[src/rtl/fpnew_result_queue.sv]
// -----------------------------------------------------------------------------
// fpnew_result_queue
//
// Purpose:
//   In-order result buffer placed directly after an opgroup block. Results,
//   IEEE status flags, the extension bit and the tag are accepted through a
//   valid/ready handshake and held in a Depth-entry FIFO. This decouples
//   opgroup back-pressure from the core's writeback port. The status of every
//   retired (popped) entry is OR-ed into a sticky fflags register.
//
// Configuration macro:
//   FPNEW_RESULT_QUEUE_BYPASS_EN
//     defined   : when the queue is empty and not flushing, the input is
//                 presented at the head combinationally (0-cycle latency).
//                 An entry consumed in that same cycle is never written.
//     undefined : no bypass; every entry spends at least one cycle in storage
//                 and there is no combinational input-to-output path.
//
// Ports:
//   clk_i, rst_i           clock, synchronous active-high reset
//   flush_i                drop every buffered entry (fflags kept)
//   in_valid_i/in_ready_o  upstream handshake; ready = not full
//   result_i, status_i, ext_bit_i, tag_i   upstream payload
//   out_valid_o/out_ready_i                downstream handshake
//   result_o, status_o, ext_bit_o, tag_o   head payload
//   fflags_clr_i, fflags_o                 sticky exception flags
//   usage_o, busy_o                        occupancy, non-empty indicator
// -----------------------------------------------------------------------------
module fpnew_result_queue #(
    parameter int unsigned Width    = 32,
    parameter int unsigned TagWidth = 1,
    parameter int unsigned Depth    = 4
) (
    input  logic                       clk_i,
    input  logic                       rst_i,
    input  logic                       flush_i,
    input  logic                       in_valid_i,
    output logic                       in_ready_o,
    input  logic [Width-1:0]           result_i,
    input  logic [4:0]                 status_i,
    input  logic                       ext_bit_i,
    input  logic [TagWidth-1:0]        tag_i,
    output logic                       out_valid_o,
    input  logic                       out_ready_i,
    output logic [Width-1:0]           result_o,
    output logic [4:0]                 status_o,
    output logic                       ext_bit_o,
    output logic [TagWidth-1:0]        tag_o,
    input  logic                       fflags_clr_i,
    output logic [4:0]                 fflags_o,
    output logic [$clog2(Depth+1)-1:0] usage_o,
    output logic                       busy_o
);

    localparam int unsigned PtrW   = $clog2(Depth);
    localparam int unsigned UsageW = $clog2(Depth + 1);
    localparam int unsigned EntryW = Width + 5 + 1 + TagWidth;
    localparam logic [UsageW-1:0] FullUsage = UsageW'(Depth);

    // Storage and state.
    logic [EntryW-1:0] mem_r [Depth];
    logic [PtrW-1:0]   wr_ptr_r;
    logic [PtrW-1:0]   rd_ptr_r;
    logic [UsageW-1:0] usage_r;
    logic [4:0]        fflags_r;

    // Combinational control.
    logic [EntryW-1:0] in_entry_s;
    logic [EntryW-1:0] head_entry_s;
    logic              full_s;
    logic              empty_s;
    logic              bypass_s;
    logic              out_valid_s;
    logic              push_s;
    logic              pop_s;
    logic              bypass_consume_s;
    logic              wr_en_s;
    logic              rd_en_s;
    logic              flag_pop_s;
    logic [4:0]        fflags_next_s;
    logic [UsageW-1:0] usage_next_s;

    assign in_entry_s = {result_i, status_i, ext_bit_i, tag_i};

    // Handshake decode, head selection and next-state computation.
    always_comb begin
        full_s  = (usage_r == FullUsage);
        empty_s = (usage_r == {UsageW{1'b0}});
`ifdef FPNEW_RESULT_QUEUE_BYPASS_EN
        bypass_s = empty_s & ~flush_i;
`else
        bypass_s = 1'b0;
`endif
        if (bypass_s) begin
            out_valid_s  = in_valid_i;
            head_entry_s = in_entry_s;
        end else begin
            out_valid_s  = ~empty_s;
            head_entry_s = mem_r[rd_ptr_r];
        end

        // Full stays full for the whole cycle even if a pop happens.
        push_s = in_valid_i & ~full_s;
        pop_s  = out_valid_s & out_ready_i;

        // A bypassed entry taken in the same cycle never touches storage.
        bypass_consume_s = bypass_s & push_s & out_ready_i;
        wr_en_s          = push_s & ~bypass_consume_s & ~flush_i;
        rd_en_s          = pop_s & ~bypass_s & ~flush_i;
        flag_pop_s       = pop_s & ~flush_i;

        // Clear first, then OR in the retiring status so a set wins.
        if (fflags_clr_i) begin
            fflags_next_s = 5'b00000;
        end else begin
            fflags_next_s = fflags_r;
        end
        if (flag_pop_s) begin
            fflags_next_s = fflags_next_s | head_entry_s[TagWidth+1 +: 5];
        end else begin
            fflags_next_s = fflags_next_s;
        end

        case ({wr_en_s, rd_en_s})
            2'b10:   usage_next_s = usage_r + {{(UsageW-1){1'b0}}, 1'b1};
            2'b01:   usage_next_s = usage_r - {{(UsageW-1){1'b0}}, 1'b1};
            default: usage_next_s = usage_r;
        endcase
    end

    // Pointer, occupancy and sticky-flag registers; reset > flush > normal.
    always_ff @(posedge clk_i) begin
        if (rst_i) begin
            wr_ptr_r <= {PtrW{1'b0}};
            rd_ptr_r <= {PtrW{1'b0}};
            usage_r  <= {UsageW{1'b0}};
            fflags_r <= 5'b00000;
        end else if (flush_i) begin
            wr_ptr_r <= {PtrW{1'b0}};
            rd_ptr_r <= {PtrW{1'b0}};
            usage_r  <= {UsageW{1'b0}};
            fflags_r <= fflags_next_s;
        end else begin
            if (wr_en_s) begin
                wr_ptr_r <= wr_ptr_r + {{(PtrW-1){1'b0}}, 1'b1};
            end
            if (rd_en_s) begin
                rd_ptr_r <= rd_ptr_r + {{(PtrW-1){1'b0}}, 1'b1};
            end
            usage_r  <= usage_next_s;
            fflags_r <= fflags_next_s;
        end
    end

    // Payload storage; contents are only meaningful between the pointers.
    always_ff @(posedge clk_i) begin
        if (wr_en_s) begin
            mem_r[wr_ptr_r] <= in_entry_s;
        end
    end

    assign in_ready_o  = ~full_s;
    assign out_valid_o = out_valid_s;
    assign result_o    = head_entry_s[EntryW-1 -: Width];
    assign status_o    = head_entry_s[TagWidth+1 +: 5];
    assign ext_bit_o   = head_entry_s[TagWidth];
    assign tag_o       = head_entry_s[TagWidth-1:0];
    assign fflags_o    = fflags_r;
    assign usage_o     = usage_r;
    assign busy_o      = ~empty_s;

endmodule

[config.mk]
export PLATFORM = sky130hd
export DESIGN_NAME = fpnew_result_queue
export DESIGN_NICKNAME = d
export VERILOG_FILES = /design/src/rtl/fpnew_result_queue.sv
export SDC_FILE = /design/constraint.sdc
export NUM_CORES = 1
export LEC_CHECK = 0
export CAP_MARGIN = 20
export CORE_MARGIN = 2
export CORE_UTILIZATION = 54
export CTS_CLUSTER_SIZE = 8
export DETAILED_ROUTE_END_ITERATION = 10
export PLACE_DENSITY = 0.8
export SLEW_MARGIN = 30
export SYNTH_ARGS = -nofsm -noshare
export SYNTH_HDL_FRONTEND = slang
export SYNTH_SLANG_ARGS = --single-unit
[constraint.sdc]
create_clock -name clk_i -period 2.5 [get_ports clk_i]
set_input_delay 0.375 -clock clk_i [delete_from_list [all_inputs] [get_ports clk_i]]
set_output_delay 0.375 -clock clk_i [all_outputs]
set_load 0.005 [all_outputs]
==> results of run 1 <==
timing repair:
| action | 4_1_cts | 5_1_grt |
|---|---|---|
| resized for setup | 1 | 4 |
| hold buffers | 0 | 0 |
| setup endpoints to repair | 34 | 13 |
| buffers inserted | 1 | 0 |
| gates cloned | 0 | 1 |
| endpoints found under the hold margin | 0 | 0 |
kinds of logic (layout without fill, tap and decap cells):
family / after synthesis / in the layout / synth area share (%)
adders and majority gates: 6 / 6 / 1.29
AOI/OAI and AO/OA: 17 / 17 / 1.59
buffers and inverters: 20 / 151 / 1.78
xor gates and xnor gates: 2 / 2 / 0.274
and+or+nand+nor: 24 / 24 / 2.25
muxes: 39 / 39 / 15.1
DFF: 170 / 170 / 77.7
routing by layer:
metal  wire [um]  track usage (%)
met5           0                0
met4         218             8.29
met3         724             5.52
met2        5810             31.3
met1        4760             24.1
metrics by stage:
step                      utilization, %  TNS (ns)  area, um^2  std cells  total power, W
final                               71.6         0        8210        552         0.00574
after global routing                71.6   -0.0285        8210        552         0.00591
after CTS                           71.5         0        8200        551         0.00578
after detailed placement            66.9         0        7670        520         0.00349
after global placement              66.9         0        7670        520         0.00348
after floorplan                        -         0        6390        278         0.00330
power groups by stage:
stage               clock [W]  sequential [W]  combinational (W)
floorplan                   0         0.00322          0.0000757
global placement            0         0.00322           0.000260
detailed placement          0         0.00322           0.000267
CTS                   0.00235         0.00316           0.000270
global route          0.00246         0.00316           0.000287
finish                0.00231         0.00316           0.000268
state kept, by name, indices dropped and copies added (netlist names), named ones only:
name	flops
wr_ptr_r	2
rd_ptr_r	2
mem_r	156
fflags_o	5
usage_o	3
synth_stat cells (2+ instances only):
cell type,n,area (um^2)
edfxtp_1,156,4680
mux4_1,24,631
mux4_2,15,338
dfxtp_1,14,280
inv_1,10,37.5
a21oi_1,7,35.0
ha_1,5,62.6
nor2_1,5,18.8
nor3b_1,5,37.5
a21o_1,4,30.0
and2_1,4,25.0
buf_2,4,20.0
buf_6,4,45.0
o21ai_0,4,20.0
nand3_1,2,10.0
nor3_1,2,10.0
or3_1,2,12.5
xor2_1,2,17.5
worst min-delay path by stage:
stage	cells after the start	start	slack, ns	to
floorplan	2	rd_ptr_r[1]	0.45	flip-flop
global placement	2	rd_ptr_r[1]	0.46	flip-flop
detailed placement	1	fflags_o[4]	0.46	fflags_o[4]
CTS	1	fflags_o[4]	0.48	fflags_o[4]
global route	1	fflags_o[4]	0.50	fflags_o[4]
finish	1	fflags_o[4]	0.48	fflags_o[4]
area by class of cell:
cell class	count	area, um^2
Fill cell	667	3250
Multi-Input combinational cell	88	1310
Sequential cell	170	4970
Clock buffer	20	437
Timing Repair Buffer	111	1200
Inverter	10	37.5
Tap cell	143	179
Clock inverter	10	80.1
worst reg2reg max path: cells and delay by family (launching register included):
kind,cells,cell delay [ns]
and+or+nand+nor,3,0.80
adders and majority gates,2,0.55
DFF,1,0.39
xor gates and xnor gates,1,0.16
buffers and inverters,2,0.14
AOI/OAI and AO/OA,1,0.14
==> reports/results.ini, run 1 <==
[status]
status = completed

[setup_path]
crit_path_end_kind = output pin
arrival_ns = 2.07
start_kind = flip-flop
cpPeakStageDelay_ns = 0.57
ff2ff_setup_slack_ns = 0.27
crit_end = result_o[7]
r2r-start = usage_o[2]
required_ns = 2.12
path_depth = 3
crit_type = reg2out
cp_cell_sequence = buf_4 > mux4_1 > clkdlybuf4s50_1
crit_family = buffers and inverters
cp_max_fo = 5
r2r_cells = 9
worstReg2RegEnd = usage_o[2]
slowest_stage = mux4_1
crit_buf_inv = 2

[logic_synthesis]
synth-seq-cells = 170
yosysSeqAreaShare_pct = 77.7
syn_area_per_cell_um2 = 23.0
synth_nets = 329
netlist_area_um2 = 6390
async_flop_share_pct = 0
yosysWarnings = 0
synth_ff_type = edfxtp_1
yosysUniqueCellTypes = 27
synth_cells = 278
synth_edf_count = 156

[timing]
hold_slack_ns = 0.481
fin_crit_sh_pct = 97.8
slew-limit-headroom_pct = 60.2
rsz0062_at_grt = true
layout_min_cycle_time_ns = 2.44
drv_slew = 0
setup_violations = 0
setup_ws_ns = 0.0553
tightest_slew_ns = 0.592
max_freq_mhz = 409
skew_ns = 0.00504
final-hold-violation-count = 0

[global_route]
grt_antenna_before_repair = 0
grt_pass1_wl_um = 17700
grt_max_degree = 34
grt_pass1_vias = 3372
grt_use_total_pct = 19.1
overflow = 0

[drt]
finalWirelength_um = 11500
drt_pass1_iterations = 4
vias = 3151
drcViolationCount = 0
wire_per_inst_um = 20.9
via_per_inst = 5.71
postRouteAntennaNets = 0
drtIter0Drc = 193

[power_and_ir_drop]
powerDensity_nw_per_um2 = 699
clkPwrFrac_pct = 40.2
internal-power_w = 0.00465
pwr-share-comb_pct = 4.7
p_leak_nw = 2.69
sequentialPowerShare_pct = 55.1
switching_share_pct = 19.0
p_sw_w = 0.00109
ir_drop_mv = 0.479

[final_layout]
final_common_cell = edfxtp_1
syn2layout_area_growth_pct = 28.5
final_cell_mix = 156 x edfxtp_1, 94 x clkdlybuf4s50_1, 21 x mux4_1, 18 x mux4_2, 18 x clkbuf_16
antenna_cells = 0
fin_nets = 449
drive_above_1_share_pct = 15.9

[floorplan]
pin_count = 95
initial_core_util_pct = 55.7
placementRows = 39
die_w_um = 113
dieArea_um2 = 12700
die_y_um = 113
coreArea_um2 = 11500

[clock_network]
cts_root_buffer = clkbuf_16
h-tree-depth = 4
cts_tree = built
cts_buffer_depth = 2
clkTransAtPathRegs_ns = 0.06
cts_inserted_buffers = 17
clk_latency_ns = 0.42
clock-sinks = 170

[placed_design]
pre_cts_ws_ns = 0.121
gp_congestion = 0.682
numPortBuffers = 94
post-dp-hpwl_um = 7170

[hold_path]
min_path_type = reg2reg

[flow_run]
cap_violations = 0

Note: power is estimated with default switching activity, not from simulation.
==> run 2, diff against run 1 <==
Settings changed: SLEW_MARGIN 30 to 20.
==> results of run 2 <==
Final layout, timing and power as in run 1 (identical DEF).
